### src/rtl/ac_pkg.sv
// Shared definitions for the Aho-Corasick matcher front end.
package ac_pkg;

  localparam int SYM_W   = 4;
  localparam int STATE_W = 8;
  localparam int ADDR_W  = 12;
  localparam int BYTE_W  = 2 * SYM_W;

  typedef enum logic [2:0] {
    S_IDLE,
    S_INIT,
    S_HI_ISSUE,
    S_HI_WAIT,
    S_LO_ISSUE,
    S_LO_WAIT
  } feeder_state_t;

  typedef struct packed {
    logic              sot;
    logic              eot;
    logic [BYTE_W-1:0] data;
  } fifo_entry_t;

  function automatic logic [SYM_W-1:0] hi_nibble(input logic [BYTE_W-1:0] b);
    return b[BYTE_W-1 -: SYM_W];
  endfunction

  function automatic logic [SYM_W-1:0] lo_nibble(input logic [BYTE_W-1:0] b);
    return b[SYM_W-1:0];
  endfunction

endpackage

### src/rtl/symbol_fifo.sv
// Synchronous FIFO with one extra pointer bit to tell full from empty.
module symbol_fifo #(
  parameter int WIDTH = 10,
  parameter int DEPTH = 8
) (
  input  logic             clk,
  input  logic             rst,
  input  logic             push,
  input  logic             pop,
  input  logic [WIDTH-1:0] wr_data,
  output logic [WIDTH-1:0] rd_data,
  output logic             full,
  output logic             empty
);

  localparam int AW = $clog2(DEPTH);

  logic [WIDTH-1:0] mem [DEPTH];
  logic [AW:0]      wr_ptr;
  logic [AW:0]      rd_ptr;
  logic             do_push;
  logic             do_pop;

  assign do_push = push && !full;
  assign do_pop  = pop && !empty;

  always_ff @(posedge clk) begin
    if (rst) begin
      wr_ptr <= '0;
      rd_ptr <= '0;
    end else begin
      if (do_push) wr_ptr <= wr_ptr + 1'b1;
      if (do_pop)  rd_ptr <= rd_ptr + 1'b1;
    end
  end

  always_ff @(posedge clk) begin
    if (do_push) mem[wr_ptr[AW-1:0]] <= wr_data;
  end

  assign rd_data = mem[rd_ptr[AW-1:0]];
  assign empty   = (wr_ptr == rd_ptr);
  assign full    = (wr_ptr[AW] != rd_ptr[AW]) && (wr_ptr[AW-1:0] == rd_ptr[AW-1:0]);

endmodule

### src/rtl/symbol_feeder.sv
// Byte-to-nibble issue stage feeding the table reader, one symbol per acknowledge.
//
// state      | meaning
// S_IDLE     | nothing in flight; pop head of FIFO when available
// S_INIT     | INITIALIZE pulse for a new text; symbol count cleared
// S_HI_ISSUE | EN pulse with high nibble
// S_HI_WAIT  | hold high nibble until SYM_ACK
// S_LO_ISSUE | EN pulse with low nibble
// S_LO_WAIT  | hold low nibble until SYM_ACK; DONE on EOT, pop next byte
module symbol_feeder
  import ac_pkg::*;
#(
  parameter int DEPTH = 8,
  parameter int CNT_W = 16
) (
  input  logic             CLK,
  input  logic             RST,
  input  logic             IN_VALID,
  output logic             IN_READY,
  input  logic [7:0]       IN_DATA,
  input  logic             IN_SOT,
  input  logic             IN_EOT,
  output logic             EN,
  output logic [SYM_W-1:0] STRING,
  output logic             INITIALIZE,
  input  logic             SYM_ACK,
  output logic [CNT_W-1:0] SYM_COUNT,
  output logic             DONE,
  output logic             BUSY
);

  localparam int ENTRY_W = $bits(fifo_entry_t);

  feeder_state_t state;
  feeder_state_t state_nxt;
  fifo_entry_t   cur;
  fifo_entry_t   head;
  fifo_entry_t   wr_entry;
  logic          fifo_full;
  logic          fifo_empty;
  logic          fifo_push;
  logic          fifo_pop;
  logic          cnt_inc;

  assign wr_entry  = '{sot: IN_SOT, eot: IN_EOT, data: IN_DATA};
  // Ready depends only on registered FIFO state and reset, never on SYM_ACK.
  assign IN_READY  = !RST && !fifo_full;
  assign fifo_push = IN_VALID && IN_READY;

  symbol_fifo #(
    .WIDTH (ENTRY_W),
    .DEPTH (DEPTH)
  ) u_fifo (
    .clk     (CLK),
    .rst     (RST),
    .push    (fifo_push),
    .pop     (fifo_pop),
    .wr_data (wr_entry),
    .rd_data (head),
    .full    (fifo_full),
    .empty   (fifo_empty)
  );

  always_ff @(posedge CLK) begin
    if (RST) state <= S_IDLE;
    else     state <= state_nxt;
  end

  always_comb begin
    state_nxt  = state;
    fifo_pop   = 1'b0;
    EN         = 1'b0;
    INITIALIZE = 1'b0;
    DONE       = 1'b0;
    STRING     = '0;
    cnt_inc    = 1'b0;
    case (state)
      S_IDLE: begin
        if (!fifo_empty) begin
          fifo_pop  = 1'b1;
          state_nxt = head.sot ? S_INIT : S_HI_ISSUE;
        end
      end
      S_INIT: begin
        INITIALIZE = 1'b1;
        state_nxt  = S_HI_ISSUE;
      end
      S_HI_ISSUE: begin
        EN        = 1'b1;
        STRING    = hi_nibble(cur.data);
        state_nxt = S_HI_WAIT;
      end
      S_HI_WAIT: begin
        STRING = hi_nibble(cur.data);
        if (SYM_ACK) begin
          cnt_inc   = 1'b1;
          state_nxt = S_LO_ISSUE;
        end
      end
      S_LO_ISSUE: begin
        EN        = 1'b1;
        STRING    = lo_nibble(cur.data);
        state_nxt = S_LO_WAIT;
      end
      S_LO_WAIT: begin
        STRING = lo_nibble(cur.data);
        if (SYM_ACK) begin
          cnt_inc = 1'b1;
          DONE    = cur.eot;
          // Chain straight into the next byte to avoid an idle bubble.
          if (!fifo_empty) begin
            fifo_pop  = 1'b1;
            state_nxt = head.sot ? S_INIT : S_HI_ISSUE;
          end else begin
            state_nxt = S_IDLE;
          end
        end
      end
      default: state_nxt = S_IDLE;
    endcase
  end

  always_ff @(posedge CLK) begin
    if (RST)           cur <= '0;
    else if (fifo_pop) cur <= head;
  end

  always_ff @(posedge CLK) begin
    if (RST)                                  SYM_COUNT <= '0;
    else if (state == S_INIT)                 SYM_COUNT <= '0;
    else if (cnt_inc && (SYM_COUNT != '1))    SYM_COUNT <= SYM_COUNT + 1'b1;
  end

  assign BUSY = (state != S_IDLE) || !fifo_empty;

endmodule
### config.mk
export PLATFORM = sky130hd
export DESIGN_NAME = symbol_feeder
export DESIGN_NICKNAME = d
export VERILOG_FILES = /design/src/rtl/ac_pkg.sv /design/src/rtl/symbol_fifo.sv /design/src/rtl/symbol_feeder.sv
export SDC_FILE = /design/constraint.sdc
export NUM_CORES = 1
export LEC_CHECK = 0
export ABC_AREA = 1
export CORE_ASPECT_RATIO = 1.75
export CORE_MARGIN = 2
export CORE_UTILIZATION = 27
export CTS_BUF_LIST = sky130_fd_sc_hd__clkbuf_4
export DETAILED_ROUTE_END_ITERATION = 12
export PLACE_DENSITY = 0.43
export SLEW_MARGIN = 20
export SYNTH_ARGS = -nofsm -noshare
export SYNTH_HDL_FRONTEND = slang
export SYNTH_SLANG_ARGS = --single-unit
### constraint.sdc
create_clock -name CLK -period 3.1 [get_ports CLK]
set_clock_uncertainty 0.15 [all_clocks]
set_input_delay 0.93 -clock CLK [delete_from_list [all_inputs] [get_ports CLK]]
set_output_delay 0.93 -clock CLK [all_outputs]
set_load 0.02 [all_outputs]
Yosys cells after proc, flatten, opt, wreduce, memory -nomap -nowiden
Memories as Yosys holds them, arrays and structs flattened. A register that Yosys moved wholly into a read port is not among the register bits.
Index checks and enable logic that the tools add are counted.

operators by class
  add/subtract/negate cells = 3
  multiply operators = 0
  divide/modulo/power cells = 0
  magnitude comparators = 0
  equal/unequal tests = 12
  shift-type cells = 0
  muxes and demuxes = 20
  bitwise logic cells = 0
  reductions and logical operators = 18

operators with widths
  cell                     number
  $pmux W3 S6              1
  $add A16 B1 Y16 const B  1
  $ne A16 B16 Y1 const B   1
  $mux W3                  5
  $mux W1                  10
  $reduce_or A2 Y1         5
  $add A4 B1 Y4 const B    2
  $pmux W4 S2              1
  $eq A3 B2 Y1 const B     2
  $eq A3 B3 Y1 const B     2
  $logic_and A1 B1 Y1      6
  $ne A2 B2 Y1 const B     3
  $eq A4 B4 Y1             1
  $mux W2                  2
  $eq A3 B1 Y1 const B     1
  $eq A3 B3 Y1             1
  $logic_not A1 Y1         3
  $logic_not A3 Y1         1
  $reduce_and A3 Y1        1
  $reduce_bool A3 Y1       1
  $pmux W1 S2              1
  $logic_or A1 B1 Y1       1
  $ne A1 B1 Y1             1

word-level totals
  register bits = 36
  latch bits = 0
  RAM bits = 80
  ROM bits = 0
  input bits = 14
  word-level logic and storage cells = 60
  memories = 1

memories
  memory      depth  bits a word  read ports  clocked after memory_dff  write ports  line               RTL
  u_fifo.mem  8      10           1           1                         1            symbol_fifo.sv:18  logic [WIDTH-1:0] mem [DEPTH];

Logic depth before layout (Yosys ltp)
  depth after elaboration = 8
  gate-level depth with buffers = 11

Cells and area by module
Synthesis repeated with hierarchy kept, for this count alone.

unflattened totals
  cells, all modules = 546
  area, all modules = 5,335.1 um^2

modules (own cells, without submodules)
  module         instances  cells an instance  area each (um^2)  seq. area each (um^2)
  symbol_fifo    1          299                3,768.6           2,622.5
  symbol_feeder  1          247                1,566.5           560.5

Worst setup path before layout
OpenSTA, ideal clock, no wires.

  kind = input to register
  start point = in RST
  end point = mem u_fifo.mem[6][0], enable pin
  setup time = 390 ps
  data arrival time = 2,398 ps
  path slack = 162 ps
  stages on the path = 6
  buffers on the path = 1
  path through = clkbuf_1 inv_1 nand3_1 inv_1 nand2_1 nor3_1

on the way
  word-level cells in the longest chain between the ends = 6

ends and longest elaborated chain
  item                           line                 RTL
  start: declaration             symbol_feeder.sv:17  input logic RST,
  $logic_not A1 Y1               symbol_feeder.sv:47  assign IN_READY = !RST && !fifo_full;
  $logic_and A1 B1 Y1            symbol_feeder.sv:47
  $logic_and A1 B1 Y1            symbol_feeder.sv:48  assign fifo_push = IN_VALID && IN_READY;
  $logic_and A1 B1 Y1            symbol_fifo.sv:24    assign do_push = push && !full;
  $mux W1                        symbol_fifo.sv:38    if (do_push) mem[wr_ptr[AW-1:0]] <= wr_data;
  $mux W1 (implied by the code)  symbol_fifo.sv:38
  end: declaration               symbol_fifo.sv:18

Every way passes these cells.

Worst setup path in the final report
  start point = in SYM_ACK
  end point = out DONE

on the way
  word-level cells in the longest chain between the ends = 2

ends and longest elaborated chain
  item                line                  RTL
  start: declaration  symbol_feeder.sv:26   input logic SYM_ACK,
  $mux W1             symbol_feeder.sv:107  if (SYM_ACK) begin
  $mux W1             symbol_feeder.sv:77   case (state)
  end: declaration    symbol_feeder.sv:28   output logic DONE,

Every way passes these cells.

==> impl.org <==
** Global routing
- The first global-routing pass estimated 20.64 mm of wire.
- Entering global routing, the biggest net connects 41 pins.
- Vias in the first global route :: 3903
- Summed over all layers, the global routing overflow is 0.
- Overall track demand over capacity in global routing :: 13.62%
- The number of antenna violations at the first check in global routing is 1.

** Critical path
- Kind of launch point of the worst setup path :: input pin
- CP endpoint kind :: output pin
- The startpoint identified for the worst register-to-register timing path is SYM_COUNT[0].
- Kind of critical path :: input pin to output pin
- Reg2reg path depth :: 8
- Of all nets on the critical path, the largest fanout is 2.
- Arrival @ worst endpoint :: 1.91 ns
- The critical path starts at SYM_ACK.
- Data required time at the worst endpoint :: 2.02 ns

** STA
- Final critical path time including I/O delays and setup :: 2.989 ns
- Tcrit/Tclk final :: 96.41%
- Number of failing hold endpoints at the final stage :: 0
- Transition time of the tightest slew-check pin :: 0.6765 ns
- Max transition margin :: 54.85%
- Setup violations remaining at the end of the flow were counted as 0.
- Setup repair after global routing missed its margin :: false
- The number of slew-limit violations in the final report was 0.
- Achievable clock frequency :: 0.3346 GHz

** Die
- Cell Rows :: 66
- In this run the horizontal extent of the chip is 108.5 um.
- The initial utilization of the core area, before any placement, comes to 27.65%.
- In this run the standard cell core region covers 18660 um2.
- 39 I/O pins were placed.
- Die Footprint :: 20280 um2
- Die Ht :: 186.9 um

** Route
- DRT Pass-1 Iters :: 4
- Number of remaining DRC errors :: 0
- Initial DRC Count :: 181
- Vias after detailed routing :: 3900
- Dividing the detail-routed wire length by the instance count gives 15.48 um.
- Number of nets with antenna violations after routing :: 0
- Dividing the detail-routed via count by the number of cells gives 4.632.
- After detailed routing, the total wire length is 13.03 mm.

** Layout
- For this run, the share of the core covered by cells in the final layout is 33.23%.
- Leaving out filler cells and counting taps, the final layout contains 842.
- Fraction of final layout cells sized beyond drive strength 1 :: 11.96%
- Finished layout cell area :: 6201 um2
- From synthesis to final layout, the design area changed by 20.17%.
- Number of nets in the layout :: 606
- Commonest cells after routing, fill and taps aside :: nand2_1, edfxtp_1, nor2_1
- Leaving out fill and tap cells, the most frequent cell in the layout is nand2_1.

** Synth
- Gate count of the mapped netlist :: 535
- Counting distinct cell types in the post-synthesis netlist gives 30.
- Dominant combinational cell family by area after synthesis :: simple AND/OR/NAND/NOR gates
- Area share of fa/ha/maj cells after synthesis :: 0.7274%
- Each instance of the synthesized netlist takes up on average 9.645 um2.
- The portion of synthesized area spent on multiplexers is 0%.
- Fraction of the yosys area taken by sequential cells :: 61.69%
- Yosys printed 0 warnings.
- Synth Area in Compound Gates :: 11.78%
- Simple-gate share of the synthesized area :: 18.06%
- In this run the cell area of the synthesized design comes to 5160 um2.
- Parity-gate share of the synthesized area counting xor and xnor cells :: 2.376%
- Synthesis produced a netlist with a net count of 552.
- Synthesis inferred 119 register bits.

** Placed design
- In this run, placement finished with an instance count of 808.
- IO Port Bufs :: 38
- In this run the cell area measured after placement is 5866 um2.
- The HPWL after detailed placement is 9.290 mm.
- RePlAce Congestion :: 0.8514

** Clocking
- For the worst-skew pair, the clock arrives at the later sink with an insertion delay of 0.51 ns.
- Post-CTS timing repair inserted 0 buffers for setup.
- In this run, post-CTS hold repair placed 0 buffers.
- The tree is rooted in a clkbuf_4.
- Total CTS buffers :: 17
- After clock tree synthesis, the clock-pin slew on the worst setup and hold paths is 0.11 ns.
- TritonCTS built the clock tree.
- The H-tree was split into 4 levels.
- Clock net sink count :: 119
- The clock passes through at most 2 buffers.

** Min path
- Hold Crit Start :: u_fifo.wr_ptr[3]
- The worst hold path belongs to the class flip-flop to flip-flop.
- Number of instances on the worst hold path :: 2

** Pwr
- VDD sags by at most 206.8 uV.
- In this run the static leakage power is 2.211 nW.
- Power density relative to cell area :: 644.3 nW/um2

** Job
- Max-cap violations in this run came to 0.

** Run status
- The run finished with clean final reports.
==> area by class of cell <==
type,count,area [um2]
diodes,2,5.005
clock buffers,19,142.6
clock inverters,13,180.2
fillers,1981,12460
inverters,46,176.4
multi-input cells,350,1703
flip-flops and latches,119,3196
well taps,238,297.8
repair buffers,55,500.5
==> routing by layer <==
layer	vias to the layer above	GRT usage (%)	part of all wire [%]
li1	1946	-	-
met1	1852	13.81	38
met2	84	25.22	56
met3	18	3.937	3.1
met4	0	5.769	2.6
met5	-	0	0
==> worst paths after layout <==
check                                   endpoint  slack, ns
worst max-delay path                        DONE       0.11
worst min-delay path            u_fifo.wr_ptr[3]       0.34
worst max register to register     SYM_COUNT[13]       0.84
worst min register to register  u_fifo.wr_ptr[3]       0.34
==> stage by stage <==
step / power [mW] / setup TNS (ns) / setup WS [ns] / hold WS [ns]
2_1_floorplan: 2.504 / 0 / 0.1619 / 0.3084
3_3_place_gp: 2.819 / -0.2553 / -0.1491 / 0.3220
3_5_place_dp: 2.828 / -0.2867 / -0.1752 / 0.3239
4_1_cts: 4.078 / 0 / 0.04489 / 0.3411
5_1_grt: 4.283 / 0 / 0.001059 / 0.3685
6_report: 3.995 / 0 / 0.1111 / 0.3417
==> sequential cells by signal, indices dropped and copies added, names as in the netlist, named ones only <==
| signal | cells |
|---|---|
| u_fifo.rd_ptr | 4 |
| state | 3 |
| u_fifo.mem | 80 |
| u_fifo.wr_ptr | 4 |
| SYM_COUNT | 16 |
| cur | 9 |
==> cells by family (layout without fill, tap and decap cells) <==
kind of cell | Yosys count | in the layout
AOI/OAI and AO/OA | 108 | 108
xor gates and xnor gates | 14 | 14
adders and majority gates | 3 | 3
buffers and inverters | 66 | 133
DFF | 119 | 119
other | 0 | 2
and+or+nand+nor | 225 | 225
==> worst max-delay path: stages <==
cell,delay (ns)
clkdlybuf4s50_1,0.48
nand2_1,0.06
nor2_1,0.10
dlygate4sd2_1,0.34
==> timing repair <==
item | CTS | global route
gates resized for setup | 12 | 6
endpoints found under the hold margin | 0 | 0
pin swaps | 0 | 0
endpoints found under the setup margin | 5 | 4
gates cloned | 0 | 0
==> power by group <==
group	switching, mW	total [mW]	internal (mW)
clock	0.579	1.23	0.654
sequential	0.0601	1.84	1.78
combinational	0.636	0.925	0.289
total	1.28	4.00	2.72
==> synthesized netlist by cell type, drive strengths merged <==
cell	n	area, um2
clkbuf	10	37.54
o22ai	18	112.6
a21oi	26	160.2
nand4	1	6.260
or2	1	6.260
a31oi	9	56.30
edfxtp	80	2402
nand2	117	449.2
nor2	61	229.0
xor2	11	96.34
xnor2	3	26.28
nand3	33	165.2
dfxtp	39	780.8
nor3	12	76.33
clkinv	2	8.750
o21ai	55	279.0
inv	44	167.7
ha	3	37.54
buf	10	62.56
Power figures use the tool's default switching activity.
==> RTL edit (same settings) <==
Register the output `SYM_COUNT` once more, cleared by the reset; this adds one clock of latency there. The other outputs are not delayed to match.
--- a/src/rtl/symbol_feeder.sv
+++ b/src/rtl/symbol_feeder.sv
@@ -30,6 +30,8 @@
 );
 
   localparam int ENTRY_W = $bits(fifo_entry_t);
+
+  logic [CNT_W-1:0] SYM_COUNT_s0;
 
   feeder_state_t state;
   feeder_state_t state_nxt;
@@ -126,11 +128,19 @@
   end
 
   always_ff @(posedge CLK) begin
-    if (RST)                                  SYM_COUNT <= '0;
-    else if (state == S_INIT)                 SYM_COUNT <= '0;
-    else if (cnt_inc && (SYM_COUNT != '1))    SYM_COUNT <= SYM_COUNT + 1'b1;
+    if (RST)                                  SYM_COUNT_s0 <= '0;
+    else if (state == S_INIT)                 SYM_COUNT_s0 <= '0;
+    else if (cnt_inc && (SYM_COUNT_s0 != '1))    SYM_COUNT_s0 <= SYM_COUNT_s0 + 1'b1;
   end
 
   assign BUSY = (state != S_IDLE) || !fifo_empty;
 
+  always_ff @(posedge CLK) begin
+    if (RST) begin
+      SYM_COUNT <= '0;
+    end else begin
+      SYM_COUNT <= SYM_COUNT_s0;
+    end
+  end
+
 endmodule
Function: changed (Yosys sat finds a counterexample within 10 cycles, from zero or initial values and one cycle with RST high).
==> RTL edit against the unedited design <==
Sequential cell count rose by 16. Highest routed layer unchanged. Global-route usage increased by 0.34 points. Area after synthesis up 7.4%. Total power increased by 5.0%. Routed wire length rose by 11%. Final area up 6.8%. Synthesized cell count up 7.5%. Largest power group unchanged. Register-to-register slack better by 220 ps. Non-clock buffer count up 2. Setup slack gained 20 ps.
==> RTL edit: results (changes against the unedited design) <==
Reg2Reg Depth: 10 (+2)
Slowest Stage Delay on Critical Path: 600 ps (+120 ps)
Max reg flops: 80 (unchanged)
Worst-path maximum fanout: 9 (+7)
Delay-heaviest family, CP: buffers and inverters
Top area cells in the synthesized netlist: edfxtp_1, dfxtp_1, nand2_1, o21ai_0, nor2_1
Initial DRC count: 179 (-1.1%)
Worst VDD drop: 0.280 mV (+35%)
Total of warnings raised by yosys: 0 (unchanged)
Vias in the first global route: 4304 (+10%)
TritonCTS Buffers: 17 (unchanged)
Leakage power: 2.36 nW (+6.8%)
Async S/R FF share, synth: 0 (unchanged)
Hold Crit Endpoint: u_fifo.rd_ptr[3]
RePlAce Congestion: 0.810 (-4.9%)
Clock buffer depth: 2 (unchanged)
Port bufs: 38 (unchanged)
Worst r2r src: u_fifo.wr_ptr[1]
Final wirelength: 14.5 mm (+11%)
Total gr overflow: 0 (unchanged)
Initial antenna violation count: 1 (unchanged)
H-tree Lvls: 4 (unchanged)
Most instantiated cells after synthesis: nand2_1, edfxtp_1, nor2_1, o21ai_0, dfxtp_1
Dpl ws: -230 ps (-54.6 ps)
Hold path startpoint: u_fifo.rd_ptr[3]
Largest net degree at the start of global routing: 41 (unchanged)
Sw Share: 0.328 (+0.00834)
Syn_area_per_cell: 9.64 µm² (about the same)
Ratio of cells with drive above 1 in the final layout: 0.109 (-0.0109)
Crit path arrival time: 1890 ps (-20 ps)
Placed Cells incl. Taps: 860 (+6.4%)
Vias/cell: 4.65 (+0.48%)
Flop2flop setup slack: 1060 ps (+220 ps)
Min-Delay Path Depth: 2 (unchanged)
FF-to-FF End: u_fifo.mem[6][9]
Clock transition at path regs: 130 ps (+20 ps)
Final Instance Count excl. Fillers: 893 (+6.1%)
Register area share after synthesis: 0.632 (+0.0153)
Worst-Skew Late Latency: 550 ps (+40 ps)
Synth unique cells: 31 (+3.3%)
Total GRT Usage: 0.140 (+0.00336)
DP HPWL: 10.1 mm (+9.0%)
Syn_nets: 592 (+7.2%)
Slowest stage cell on the critical path: clkdlybuf4s50_1
Hold Crit Class: flip-flop to flip-flop
First-pass GRT wire length: 22.9 mm (+11%)
Run status: completed
Fill cell count: 2155 (+8.8%)
Least-Margin Pin Slew: 767 ps (+90.6 ps)
Nets: 648 (+6.9%)
CTS Root Cell: clkbuf_4
Post-synth EDFFs: 80 (unchanged)
DRT Pass-1 Iters: 5 (+1)
==> RTL edit: cell count changes after synthesis, moves of 5 or more <==
cell     delta
dfxtp_1    +16
inv_1      +12
a21oi_1     +5
a21oi_2     -5
nor2_1     +13
==> RTL edit: kinds of logic (layout without fill, tap and decap cells) <==
group                    count (synthesis)  in the layout  share of synthesized area
flip-flops                             135            135                      0.632
AO/OA/AOI/OAI                          111            111                      0.106
XOR/XNOR                                 9              9                     0.0142
adder cells (fa/ha/maj)                  3              3                    0.00677
other                                    0              1                          0
buffers and inverters                   77            146                     0.0562
AND/OR/NAND/NOR                        240            240                      0.184
==> RTL edit: worst max-delay path by stage <==
stage                     startpoint  slack [ps]                to
finish                      state[1]         130         STRING[3]
global route        u_fifo.wr_ptr[1]          -7              BUSY
CTS                 u_fifo.rd_ptr[0]         -30              BUSY
detailed placement               RST        -230          IN_READY
global placement                 RST        -240          IN_READY
floorplan                        RST         350  u_fifo.mem[6][0]
==> RTL edit: power groups by stage <==
stage                     Sequential (mW)  Combinational [mW]  Clock [mW]
after detailed placement             2.08               0.973           0
after global placement               2.08               0.962           0
after CTS                            2.04               0.967        1.27
after global routing                 2.06                1.08        1.34
final                                2.04               0.948        1.21
after floorplan                      2.06               0.644           0
==> RTL edit: metrics by stage <==
stage / setup TNS, ps / area (µm²) / power [mW] / hold slack, ps
final: 0 / 6620 / 4.20 / 343
after global routing: -6.70 / 6620 / 4.47 / 381
after CTS: -31.7 / 6620 / 4.28 / 348
after detailed placement: -387 / 6330 / 3.05 / 322
after global placement: -402 / 6330 / 3.04 / 319
after floorplan: 0 / 5540 / 2.71 / 290
==> RTL edit: routing by layer <==
| layer | up-vias | global-route usage | wire (µm) |
|---|---|---|---|
| li1 | 2068 | - | - |
| met1 | 1981 | 0.140 | 5370 |
| met2 | 83 | 0.265 | 8250 |
| met3 | 24 | 0.0316 | 488 |
| met4 | 0 | 0.0673 | 415 |
| met5 | - | 0 | 0 |
==> RTL edit: cell type report <==
type,instances,area share
Timing Repair Buffer,57,0.0845
Multi-Input combinational cell,363,0.262
Sequential cell,135,0.530
Clock buffer,17,0.0193
Inverter,57,0.0329
Tap cell,248,0.0469
Antenna cell,1,0.000378
Clock inverter,15,0.0242
==> RTL edit: worst register-to-register path, stage by stage (launching register included) <==
cell	delay, ps
dfxtp_4	390
inv_1	120
nand2_1	60
nand2_1	70
nor2_2	40
nand4_1	90
nand3_1	100
inv_1	150
nand2_1	150
nor3_1	170
buf_4	240
==> RTL edit: repair_timing <==
item | in CTS | in global routing
pin swaps | 0 | 1
hold buffers | 0 | 0
buffers inserted | 0 | 0
resized for setup | 11 | 8
endpoints found under the setup margin | 5 | 5
hold endpoints to repair | 0 | 0
